<file path="src/rtl/acqbuf_pkg.sv">
// ============================================================================
//  Module  : acqbuf_pkg
//  Brief   : State encoding and default widths for the acquisition controller.
//  Rev     : 1.0  initial release
// ============================================================================
`default_nettype none

package acqbuf_pkg;

    localparam int unsigned c_addr_width  = 12;
    localparam int unsigned c_data_width  = 64;
    localparam int unsigned c_dec_width   = 8;
    localparam int unsigned c_miss_width  = 8;

    typedef enum logic [1:0] {
        IDLE  = 2'd0,
        ARMED = 2'd1,
        CAPT  = 2'd2,
        DONE  = 2'd3
    } acq_state_t;

endpackage : acqbuf_pkg

`default_nettype wire

</file>
<file path="src/rtl/acq_decim.sv">
// ============================================================================
//  Module  : acq_decim
//  Brief   : Loadable modulo-(decim+1) phase counter; keep marks phase 0.
//  Rev     : 1.0  initial release
// ============================================================================
`default_nettype none

module acq_decim #(
    parameter int unsigned DECWIDTH = 8
) (
    input  logic                clk,
    input  logic                reset,
    input  logic                clr,
    input  logic                ld,
    input  logic [DECWIDTH-1:0] decim,
    input  logic                en,
    output logic                keep
);

    logic [DECWIDTH-1:0] r_mod;
    logic [DECWIDTH-1:0] r_count;

    // A load also restarts the phase so the first kept beat is phase 0.
    always_ff @(posedge clk or posedge reset) begin
        if (reset) begin
            r_mod   <= '0;
            r_count <= '0;
        end else if (ld) begin
            r_mod   <= decim;
            r_count <= '0;
        end else if (clr) begin
            r_count <= '0;
        end else if (en) begin
            r_count <= (r_count == r_mod) ? '0 : r_count + {{(DECWIDTH-1){1'b0}}, 1'b1};
        end
    end

    assign keep = (r_count == '0);

endmodule : acq_decim

`default_nettype wire

</file>
<file path="src/rtl/acqbuf_ctrl.sv">
// ============================================================================
//  Module  : acqbuf_ctrl
//  Brief   : Triggered ADC-stream capture into the BRAM-to-host buffer.
//  Rev     : 1.0  initial release
// ============================================================================
`default_nettype none

module acqbuf_ctrl
    import acqbuf_pkg::*;
#(
    parameter int unsigned ADDRWIDTH = c_addr_width,
    parameter int unsigned DATAWIDTH = c_data_width,
    parameter int unsigned DECWIDTH  = c_dec_width,
    parameter int unsigned MISSWIDTH = c_miss_width
) (
    input  logic                 clk,
    input  logic                 reset,
    input  logic                 arm,
    input  logic                 abort,
    input  logic                 trig,
    input  logic [DECWIDTH-1:0]  decim,
    input  logic [ADDRWIDTH:0]   nsamp,
    input  logic [DATAWIDTH-1:0] adc_tdata,
    input  logic                 adc_tvalid,
    output logic                 adc_tready,
    output logic [ADDRWIDTH-1:0] bram_addr,
    output logic [DATAWIDTH-1:0] bram_din,
    output logic                 bram_we,
    output logic                 armed,
    output logic                 busy,
    output logic                 done,
    output logic [ADDRWIDTH:0]   wcount,
    output logic [MISSWIDTH-1:0] trig_missed
);

    localparam logic [ADDRWIDTH:0] c_full = {1'b1, {ADDRWIDTH{1'b0}}};
    localparam logic [ADDRWIDTH:0] c_one  = {{ADDRWIDTH{1'b0}}, 1'b1};

    acq_state_t r_state, w_state_nxt;

    logic [ADDRWIDTH:0]   r_nsamp;
    logic [ADDRWIDTH:0]   r_wcount;
    logic [ADDRWIDTH-1:0] r_bram_addr;
    logic [DATAWIDTH-1:0] r_bram_din;
    logic                 r_bram_we;
    logic [MISSWIDTH-1:0] r_trig_missed;

    logic                 w_arm_ok;
    logic                 w_start;
    logic                 w_accept;
    logic                 w_keep;
    logic                 w_write;
    logic                 w_last;
    logic [ADDRWIDTH:0]   w_wcount_inc;
    logic [ADDRWIDTH:0]   w_nsamp_clamped;

    assign w_arm_ok        = arm && !abort && (r_state == IDLE || r_state == DONE);
    assign w_nsamp_clamped = (nsamp > c_full) ? c_full : nsamp;
    assign w_start         = (r_state == ARMED) && trig && (r_nsamp != '0);
    // Abort suppresses acceptance so no write can emerge after the abort edge.
    assign w_accept        = adc_tvalid && !abort && ((r_state == CAPT) || w_start);
    assign w_write         = w_accept && w_keep;
    assign w_wcount_inc    = r_wcount + c_one;
    assign w_last          = w_write && (w_wcount_inc == r_nsamp);

    acq_decim #(
        .DECWIDTH (DECWIDTH)
    ) u_decim (
        .clk   (clk),
        .reset (reset),
        .clr   (abort),
        .ld    (w_arm_ok),
        .decim (decim),
        .en    (w_accept),
        .keep  (w_keep)
    );

    always_ff @(posedge clk or posedge reset) begin
        if (reset) begin
            r_state <= IDLE;
        end else begin
            r_state <= w_state_nxt;
        end
    end

    always_comb begin
        w_state_nxt = r_state;
        if (abort) begin
            w_state_nxt = IDLE;
        end else begin
            case (r_state)
                IDLE:    if (arm) w_state_nxt = ARMED;
                ARMED: begin
                    if (trig) begin
                        if (r_nsamp == '0 || w_last) w_state_nxt = DONE;
                        else                         w_state_nxt = CAPT;
                    end
                end
                CAPT:    if (w_last) w_state_nxt = DONE;
                DONE:    if (arm) w_state_nxt = ARMED;
                default: w_state_nxt = IDLE;
            endcase
        end
    end

    always_ff @(posedge clk or posedge reset) begin
        if (reset) begin
            r_nsamp     <= '0;
            r_wcount    <= '0;
            r_bram_we   <= 1'b0;
            r_bram_addr <= '0;
            r_bram_din  <= '0;
        end else begin
            r_bram_we <= w_write;
            if (w_arm_ok) begin
                r_nsamp  <= w_nsamp_clamped;
                r_wcount <= '0;
            end else if (w_write) begin
                r_bram_addr <= r_wcount[ADDRWIDTH-1:0];
                r_bram_din  <= adc_tdata;
                r_wcount    <= w_wcount_inc;
            end
        end
    end

    // Survives re-arm so the host can read how many triggers were lost overall.
    always_ff @(posedge clk or posedge reset) begin
        if (reset) begin
            r_trig_missed <= '0;
        end else if (r_state == CAPT && trig && r_trig_missed != '1) begin
            r_trig_missed <= r_trig_missed + {{(MISSWIDTH-1){1'b0}}, 1'b1};
        end
    end

    assign adc_tready  = !reset;
    assign bram_addr   = r_bram_addr;
    assign bram_din    = r_bram_din;
    assign bram_we     = r_bram_we;
    assign armed       = (r_state == ARMED);
    assign busy        = (r_state == CAPT);
    assign done        = (r_state == DONE);
    assign wcount      = r_wcount;
    assign trig_missed = r_trig_missed;

endmodule : acqbuf_ctrl

`default_nettype wire

</file>
<file path="config.mk">
export PLATFORM = sky130hd
export DESIGN_NAME = acqbuf_ctrl
export DESIGN_NICKNAME = d
export VERILOG_FILES = /design/src/rtl/acqbuf_pkg.sv /design/src/rtl/acq_decim.sv /design/src/rtl/acqbuf_ctrl.sv
export SDC_FILE = /design/constraint.sdc
export NUM_CORES = 1
export LEC_CHECK = 0
export CORE_ASPECT_RATIO = 1.2
export CORE_MARGIN = 1
export CORE_UTILIZATION = 30
export CTS_CLUSTER_DIAMETER = 40
export DETAILED_ROUTE_END_ITERATION = 12
export SLEW_MARGIN = 30
export SYNTH_ARGS = -nofsm -noshare
export SYNTH_HDL_FRONTEND = slang
export SYNTH_SLANG_ARGS = --single-unit
</file>
<file path="constraint.sdc">
create_clock -name clk -period 4.3 [get_ports clk]
set_clock_uncertainty 0.05 [all_clocks]
set_input_delay 0.645 -clock clk [delete_from_list [all_inputs] [get_ports clk]]
set_output_delay 0.645 -clock clk [all_outputs]
set_load 0.05 [all_outputs]
</file>
After elaboration in Yosys (flattened, before gate mapping) --
Index checks and enable logic that the tools add are counted.
Storage, ports and cells: input bits 91, latch bits 0, word-level logic and storage cells 60, register bits 129, RAM bits 0, ROM bits 0, memories kept 0, output and inout bits 102
Cells by class: multiply operators 0, reductions and logical operators 24, multiplexer cells 13, bitwise gates (word level) 1, shift-type cells 0, magnitude comparators 1, $add $sub $neg 3, equality and inequality tests 9, divide/modulo/power cells 0
Operator list (number):
- $mux W13 | 3
- $mux W8 | 4
- $add A8 B1 Y8 const B | 2
- $add A13 B1 Y13 const B | 1
- $eq A13 B13 Y1 | 1
- $gt A13 B13 Y1 const B | 1
- $logic_not A13 Y1 | 1
- $reduce_bool A13 Y1 | 1
- $logic_and A1 B1 Y1 | 10
- $eq A8 B8 Y1 | 1
- $logic_not A8 Y1 | 1
- $mux W2 | 4
- $ne A8 B8 Y1 const B | 1
- $pmux W2 S3 | 1
- $eq A2 B2 Y1 const B | 2
- $logic_or A1 B1 Y1 | 3
- $ne A3 B1 Y1 const B | 1
- $ne A3 B2 Y1 const B | 1
- $ne A3 B3 Y1 const B | 1
- $reduce_and A3 Y1 | 1
- $reduce_bool A3 Y1 | 1
- $eq A2 B1 Y1 const B | 1
- $logic_not A1 Y1 | 2
- $logic_not A2 Y1 | 1
- 5 further kinds | 5

Logic depth before layout (Yosys ltp) --
Gate-level depths: netlist of run 1.
word-level depth 12, gate-level depth with buffers 9, mapped depth without buffers 8

By module --
Synthesis of run 1 repeated with hierarchy kept, for this count alone.
Second synthesis, totals: cell total of the unflattened synthesis 632, area, all modules 5909.4 µm²
Modules (own cells, without submodules):
- acqbuf_ctrl | cells each 553, times used 1, area each 5007.3 µm², seq. area each 2827.7 µm²
- acq_decim | cells each 79, times used 1, area each 902.1 µm², seq. area each 400.4 µm²

Worst setup path before layout of run 1 --
No wires, ideal clock.
path type input to output, from input reset, to output adc_tready, path slack 24 ps, stages 1, data required time 3605 ps, arrival time 3581 ps, path through inv_1
Between the ends: word-level cells in the longest chain between the ends 1
Ends and longest elaborated chain:
- from (decl) | line acqbuf_ctrl.sv:17 | input logic reset,
- $logic_not A1 Y1 | line acqbuf_ctrl.sv:135 | assign adc_tready = !reset;
- to (decl) | line acqbuf_ctrl.sv:25 | output logic adc_tready,
Every way passes these cells.

Worst setup path after layout of run 1 --
from register r_wcount[0] (netlist: wcount[0]), to register r_state[1]
Between the ends: word-level cells in the longest chain between the ends 5
Ends and longest elaborated chain:
- from (decl) | line acqbuf_ctrl.sv:42 | logic [ADDRWIDTH:0] r_wcount;
- from (signal assigned) | line acqbuf_ctrl.sv:121 | r_wcount <= w_wcount_inc;
- $add A13 B1 Y13 | line acqbuf_ctrl.sv:63 | assign w_wcount_inc = r_wcount + c_one;
- $eq A13 B13 Y1 | line acqbuf_ctrl.sv:64 | assign w_last = w_write && (w_wcount_inc == r_nsamp);
- $logic_and A1 B1 Y1 | line acqbuf_ctrl.sv:64
- $ne A3 B2 Y1 (no source line)
- $reduce_and A3 Y1 (no source line)
- to (signal assigned) | line acqbuf_ctrl.sv:82 | r_state <= w_state_nxt;
- to (decl) | line acqbuf_ctrl.sv:39 | acq_state_t r_state, w_state_nxt;
Every way passes these cells. A chain may end at the register's enable or synchronous reset.

==> flow_metrics.env, run 1 <==
export IMPL_synth_common_cells="nand2_1, dfrtp_1, o21ai_0"
export IMPL_grt_start_max_net_pins=83
export IMPL_drive_above_1_share=0.0663
export IMPL_power_leakage_nw=3.86
export IMPL_synth_ff_type="dfrtp_1"
export IMPL_syn_area_um2=5810
export IMPL_vias_per_cell=4.56
export IMPL_fill_cells=1855
export IMPL_power_switching_mw=2.46
export IMPL_portBuffers=192
export IMPL_antenna_found_initial=0
export IMPL_holdCritPathClass="flop to flop"
export IMPL_synth_compound_area_share=0.0861
export IMPL_whs_path_depth=2
export IMPL_ys_seq_elements=129
export IMPL_final_core_util=0.453
export IMPL_yosys_area_share_simple=0.242
export IMPL_yosys_area_top_type="dfrtp_1"
export IMPL_ir_worst_vdd_mv=0.267
export IMPL_synth_top_cell_area_share=0.555
export IMPL_synthTopCellsByArea="dfrtp_1, nand2_1, xnor2_1"
export IMPL_clock_latency_ps=420
export IMPL_slew_violations=0
export IMPL_p_int_mw=3.37
export IMPL_drt_wl_total_mm=15.8
export IMPL_clock_root_buffer="clkbuf_16"
export IMPL_clk_path_buf_depth=2
export IMPL_rsz0062_at_grt="false"
export IMPL_r2r_end="r_state[1]"
export IMPL_cts_hold_buf=0
export IMPL_rows=55
export IMPL_synth_most_common_cell="nand2_1"
export IMPL_nNetsFinal=917
export IMPL_outcome="completed"
export IMPL_h_tree_depth=4
export IMPL_synth_cell_types=51
export IMPL_synthAdderAreaFrac=0.0172
export IMPL_syn_area_per_cell_um2=9.21
export IMPL_drc=0
export IMPL_synthCells=631
export IMPL_tritoncts="yes"
export IMPL_synth_edf_count=0
export IMPL_groute_usage_overall=0.166
export IMPL_io_pins=193
export IMPL_path_clk_slew_ps=60
export IMPL_comb_power_share=0.440
export IMPL_power_clock_fraction=0.232
export IMPL_timing_fmax_ghz=0.306
export IMPL_via_count=4949
export IMPL_tightest_slew_ps=836
export IMPL_min_from="bram_din[1]"
export IMPL_yosys_warnings=0
export IMPL_synth_mux_area_frac=0.0230
export IMPL_setup_tns_final_ps=0
export IMPL_wire_per_inst_um=14.6
export IMPL_worstPathArrival_ps=3520
export IMPL_drt_iter0_drc=223
export IMPL_r2r_setup_slack_ps=1030
export IMPL_core_um2=18900
export IMPL_die_height_um=154
export IMPL_finalCriticalPeriod_ps=3270
export IMPL_dp_hpwl_mm=11.3
export IMPL_synthXorXnorAreaFrac=0.0482
export IMPL_synthArstFlopShare=1.00
export IMPL_cts_resized=0
export IMPL_slew_headroom=0.441
export IMPL_routabilityCongestion=0.767
export IMPL_hold_end="bram_din[1]"
export IMPL_crit_type="flop to flop"
export IMPL_numCtsBuffers=17
export IMPL_critPathCaptureType="flop"
export IMPL_p_seq_frac=0.327
export IMPL_firstDrtPassIters=4
export IMPL_final_hold_viol_count=0
export IMPL_period_share=0.760
export IMPL_ys_seq_area_frac=0.555
export IMPL_cts_setup_buffers=0
export IMPL_setup_violations=0
export IMPL_r2r_start="wcount[0]"
export IMPL_rr_worst_depth=8
export IMPL_startpoint_type="flop"
export IMPL_fp_dieW_um=129
export IMPL_diodes=0
export IMPL_start_util=0.307
export IMPL_crit_required_ps=4550
export IMPL_p_per_area_nw_per_um2=679
export IMPL_synth_top_family_by_area="simple AND/OR/NAND/NOR gates"
export IMPL_clock_sink_count=129
export IMPL_grt_pass1_vias=4738
export IMPL_area_delta_synth_final_pct=47.6
export IMPL_drv_cap=0
export IMPL_final_antenna_net_count=0
export IMPL_syn_nets=730
export IMPL_die_area_um2=19900
export IMPL_grt_pass1_wl_mm=25.4
export IMPL_grt_overflow=0
export IMPL_p_sw_frac=0.422
export IMPL_cp_max_fo=10
## routing by layer
metal,GRT usage,up-vias,routed length (um),part of all wire
met5,0,-,0,0
met4,0.0521,0,220,0.014
met3,0.0419,19,732,0.046
met2,0.281,120,7940,0.50
met1,0.207,2339,6930,0.44
li1,-,2471,-,-
## worst max-delay path, stage by stage, from the launching register on
cell and delay [ps]:
dfrtp_1 510, ha_1 390, nand3_2 240, or4_1 580, a221o_1 370, a2111oi_2 230, nand4_1 220, a21oi_2 220
mux2_1 340
## state kept, by name, summed over array words and instances (netlist names)
| register | cells |
|---|---|
| u_decim.r_mod | 8 |
| r_state | 2 |
| bram_addr | 12 |
| trig_missed | 8 |
| bram_din | 64 |
| r_nsamp | 13 |
| wcount | 13 |
| u_decim.r_count | 8 |
| bram_we | 1 |
## final cells by class
cell class | count | area [um2] | area share
Sequential cell | 129 | 3230 | 0.376
Multi-Input combinational cell | 462 | 2430 | 0.283
Tap cell | 256 | 320 | 0.0373
Clock buffer | 22 | 474 | 0.0553
Timing Repair Buffer | 199 | 2000 | 0.234
Clock inverter | 9 | 83.8 | 0.00977
Inverter | 9 | 37.5 | 0.00438
## stage by stage
stage / setup WS (ps) / cells / hold WS, ps / power, mW / cell area [um2]
2_1_floorplan: 1150 / 631 / 443 / 3.60 / 5820
3_5_place_dp: 1050 / 1055 / 404 / 4.52 / 8020
4_1_cts: 1020 / 1086 / 416 / 5.90 / 8580
6_report: 1030 / 1086 / 410 / 5.82 / 8580
3_3_place_gp: 1160 / 1055 / 398 / 4.49 / 8020
5_1_grt: 803 / 1086 / 433 / 6.15 / 8580
## how the worst max path moves through the flow
stage	startpoint	endpoint	slack, ps	depth (start not counted)
after floorplan	wcount[1]	r_state[1]	1150	9
after global placement	wcount[0]	r_state[1]	1160	8
after detailed placement	wcount[0]	r_state[1]	1050	8
after CTS	wcount[0]	r_state[1]	1020	8
after global routing	wcount[0]	r_state[1]	800	8
final	wcount[0]	r_state[1]	1030	8
## cells in the final DEF, fill, tap and decap left out, types with 2 or more instances in the layout
master,synthesis,final
nor3b_1,2,2
a22o_1,11,11
clkbuf_16,0,17
or4_1,3,3
dfrtp_1,129,129
buf_4,3,4
a21o_1,2,2
nand2b_1,4,4
or2_2,2,2
xor2_1,7,7
or3_1,3,3
a31oi_1,4,4
clkbuf_8,0,3
clkdlybuf4s50_1,0,192
buf_12,0,2
nor3_1,4,4
nand4_1,10,10
nand3_1,11,11
clkbuf_1,24,2
o21ai_0,34,34
mux2_2,10,10
nor4_1,7,7
nand2_1,251,251
and3_1,6,6
ha_1,8,8
clkinv_2,0,3
xnor2_1,25,25
clkinvlp_4,0,5
o31ai_1,6,6
nor2_1,24,24
inv_1,9,8
a21oi_1,5,4
## cell families after synthesis
kind of cell               after synthesis
AOI/OAI and AO/OA                       76
buffers and inverters                   40
and+or+nand+nor                        334
adders and majority gates                8
xor gates and xnor gates                32
DFF                                    129
muxes                                   12
## power by group through the flow
stage / clock network [mW] / logic [mW] / registers, mW
after floorplan: 0 / 0.756 / 2.85
after global placement: 0 / 2.57 / 1.92
after detailed placement: 0 / 2.59 / 1.93
after CTS: 1.39 / 2.60 / 1.91
after global routing: 1.45 / 2.74 / 1.97
final: 1.35 / 2.56 / 1.91
No activity file was read; power rests on OpenSTA's default activity.
==> inputs of run 2 (changes only) <==
- clock period: 4.3 -> 3.14 ns (I/O delays scaled with it)
==> run 2 against run 1 <==
Net effect: count of clock-buffer cells in the layout shrank 3; critical path depth shrank 1; highest routed layer unchanged; cell area grew 1.6%.
==> flow_metrics.env, run 2 (synthesis results as in run 1) <==
export IMPL_outcome="completed"
export IMPL_grt_overflow=0
export IMPL_ir_worst_vdd_mv=0.380
export IMPL_antenna_found_initial=0
export IMPL_slew_violations=0
export IMPL_cts_setup_buffers=0
export IMPL_rsz0062_at_grt="false"
export IMPL_clock_sink_count=129
export IMPL_rows=55
export IMPL_startpoint_type="flop"
export IMPL_h_tree_depth=4
export IMPL_final_antenna_net_count=0
export IMPL_rr_worst_depth=7
export IMPL_final_common_cell="nand2_1"
export IMPL_power_leakage_nw=3.93
export IMPL_path_clk_slew_ps=60
export IMPL_routabilityCongestion=0.780
export IMPL_cpMaxStageDelayCell="dfrtp_1"
export IMPL_crit_required_ps=3380
export IMPL_groute_usage_overall=0.168
export IMPL_clock_root_buffer="clkbuf_16"
export IMPL_grt_start_max_net_pins=130
export IMPL_diodes=0
export IMPL_drt_wl_total_mm=15.8
export IMPL_grt_pass1_vias=4940
export IMPL_drv_cap=0
export IMPL_setup_tns_final_ps=0
export IMPL_worstPathCellList="nand4_2 -> or4_1 -> a221o_1 -> a2111oi_2 -> nand4_1 -> a21oi_2 -> mux2_1"
export IMPL_setup_violations=0
export IMPL_final_hold_viol_count=0
export IMPL_cp_max_fo=9
export IMPL_largest_reg_flops=64
export IMPL_timing_fmax_ghz=0.351
export IMPL_portBuffers=192
export IMPL_period_share=0.907
export IMPL_grt_pass1_wl_mm=25.9
export IMPL_max_stage_delay_ps=540
export IMPL_multi_input_area_um2=2430
export IMPL_clock_latency_ps=410
export IMPL_numCtsBuffers=17
export IMPL_vias_per_cell=4.58
export IMPL_start_util=0.307
export IMPL_worst_path_buf_inv=0
export IMPL_p_per_area_nw_per_um2=942
export IMPL_dp_hpwl_mm=11.0
export IMPL_final_cell_mix="nand2_1, clkdlybuf4s50_1, dfrtp_1"
export IMPL_clk_path_buf_depth=2
export IMPL_nNetsFinal=924
export IMPL_area_delta_synth_final_pct=49.9
export IMPL_fp_dieW_um=129
export IMPL_drc=0
export IMPL_die_area_um2=19900
export IMPL_dp_slack_ps=299
export IMPL_via_count=5013
export IMPL_slew_headroom=0.528
export IMPL_die_height_um=154
export IMPL_drt_iter0_drc=221
export IMPL_core_um2=18900
export IMPL_fill_cells=1828
export IMPL_holdCritPathClass="flop to flop"
export IMPL_wire_per_inst_um=14.5
export IMPL_seq_area_um2=3230
export IMPL_drive_above_1_share=0.0776
export IMPL_cts_resized=0
export IMPL_worstPathArrival_ps=3090
export IMPL_firstDrtPassIters=4
export IMPL_crit_family="simple AND/OR/NAND/NOR gates"
export IMPL_tightest_slew_ps=700
export IMPL_io_pins=193
export IMPL_finalCriticalPeriod_ps=2850
export IMPL_fin_ws_ps=291
export IMPL_cts_hold_buf=0
export IMPL_cp_depth=7
export IMPL_crit_type="flop to flop"
export IMPL_whs_path_depth=2
export IMPL_critPathCaptureType="flop"
export IMPL_tritoncts="yes"
run 2: cell count changes in the layout (fill, tap and decap cells not counted), moves of 2 or more:
| cell | previous run | this run |
|---|---|---|
| buf_12 | 2 | 4 |
| bufinv_16 | 1 | 4 |
| clkbuf_8 | 3 | 0 |
| buf_4 | 4 | 11 |
| clkinv_4 | 1 | 4 |
run 2: path summary, 6_finish.rpt:
check                                to  slack (ps)          from
max                          r_state[1]         290     wcount[4]
min                        bram_din[49]         410  bram_din[49]
max reg2reg                  r_state[1]         290     wcount[4]
min reg2reg                bram_din[49]         410  bram_din[49]
max in group asynchronous     wcount[7]        1910         reset
min in group asynchronous  bram_addr[2]         620         reset
run 2: metal layers:
layer / GRT usage / vias to the layer above / part of all wire
li1: - / 2480 / -
met1: 0.204 / 2395 / 0.43
met2: 0.285 / 114 / 0.50
met3: 0.0346 / 24 / 0.043
met4: 0.0734 / 0 / 0.024
met5: 0 / - / 0
run 2: layout make-up:
| type | instances | share of cell area |
|---|---|---|
| clock buffers | 19 | 0.0497 |
| well taps | 256 | 0.0368 |
| inverters | 9 | 0.00431 |
| flip-flops and latches | 129 | 0.371 |
| repair buffers | 206 | 0.238 |
| clock inverters | 13 | 0.0215 |
| multi-input cells | 462 | 0.279 |
run 2: power breakdown:
part	leakage, nW	internal (mW)	total, mW	switching [mW]
registers	1.68	2.20	2.59	0.389
logic	1.95	1.28	3.56	2.28
clock network	0.293	1.33	2.06	0.732
total	3.93	4.81	8.21	3.40
run 2: per-stage QoR:
step           power, mW  cell area, um2  hold WS, ps  std cells   util
6_report            8.21            8710          411       1094  0.460
5_1_grt             8.67            8710          430       1094  0.460
4_1_cts             8.33            8710          417       1094  0.460
3_5_place_dp        6.22            8090          405       1062  0.428
3_3_place_gp        6.17            8090          399       1062  0.428
2_1_floorplan       4.94            5820          443        631      -
run 2: worst register-to-register path, delay by kind of cell, from the launching register on:
kind	cells	cell delay (ps)
DFF	1	540
and+or+nand+nor	3	980
AOI/OAI and AO/OA	3	830
muxes	1	340
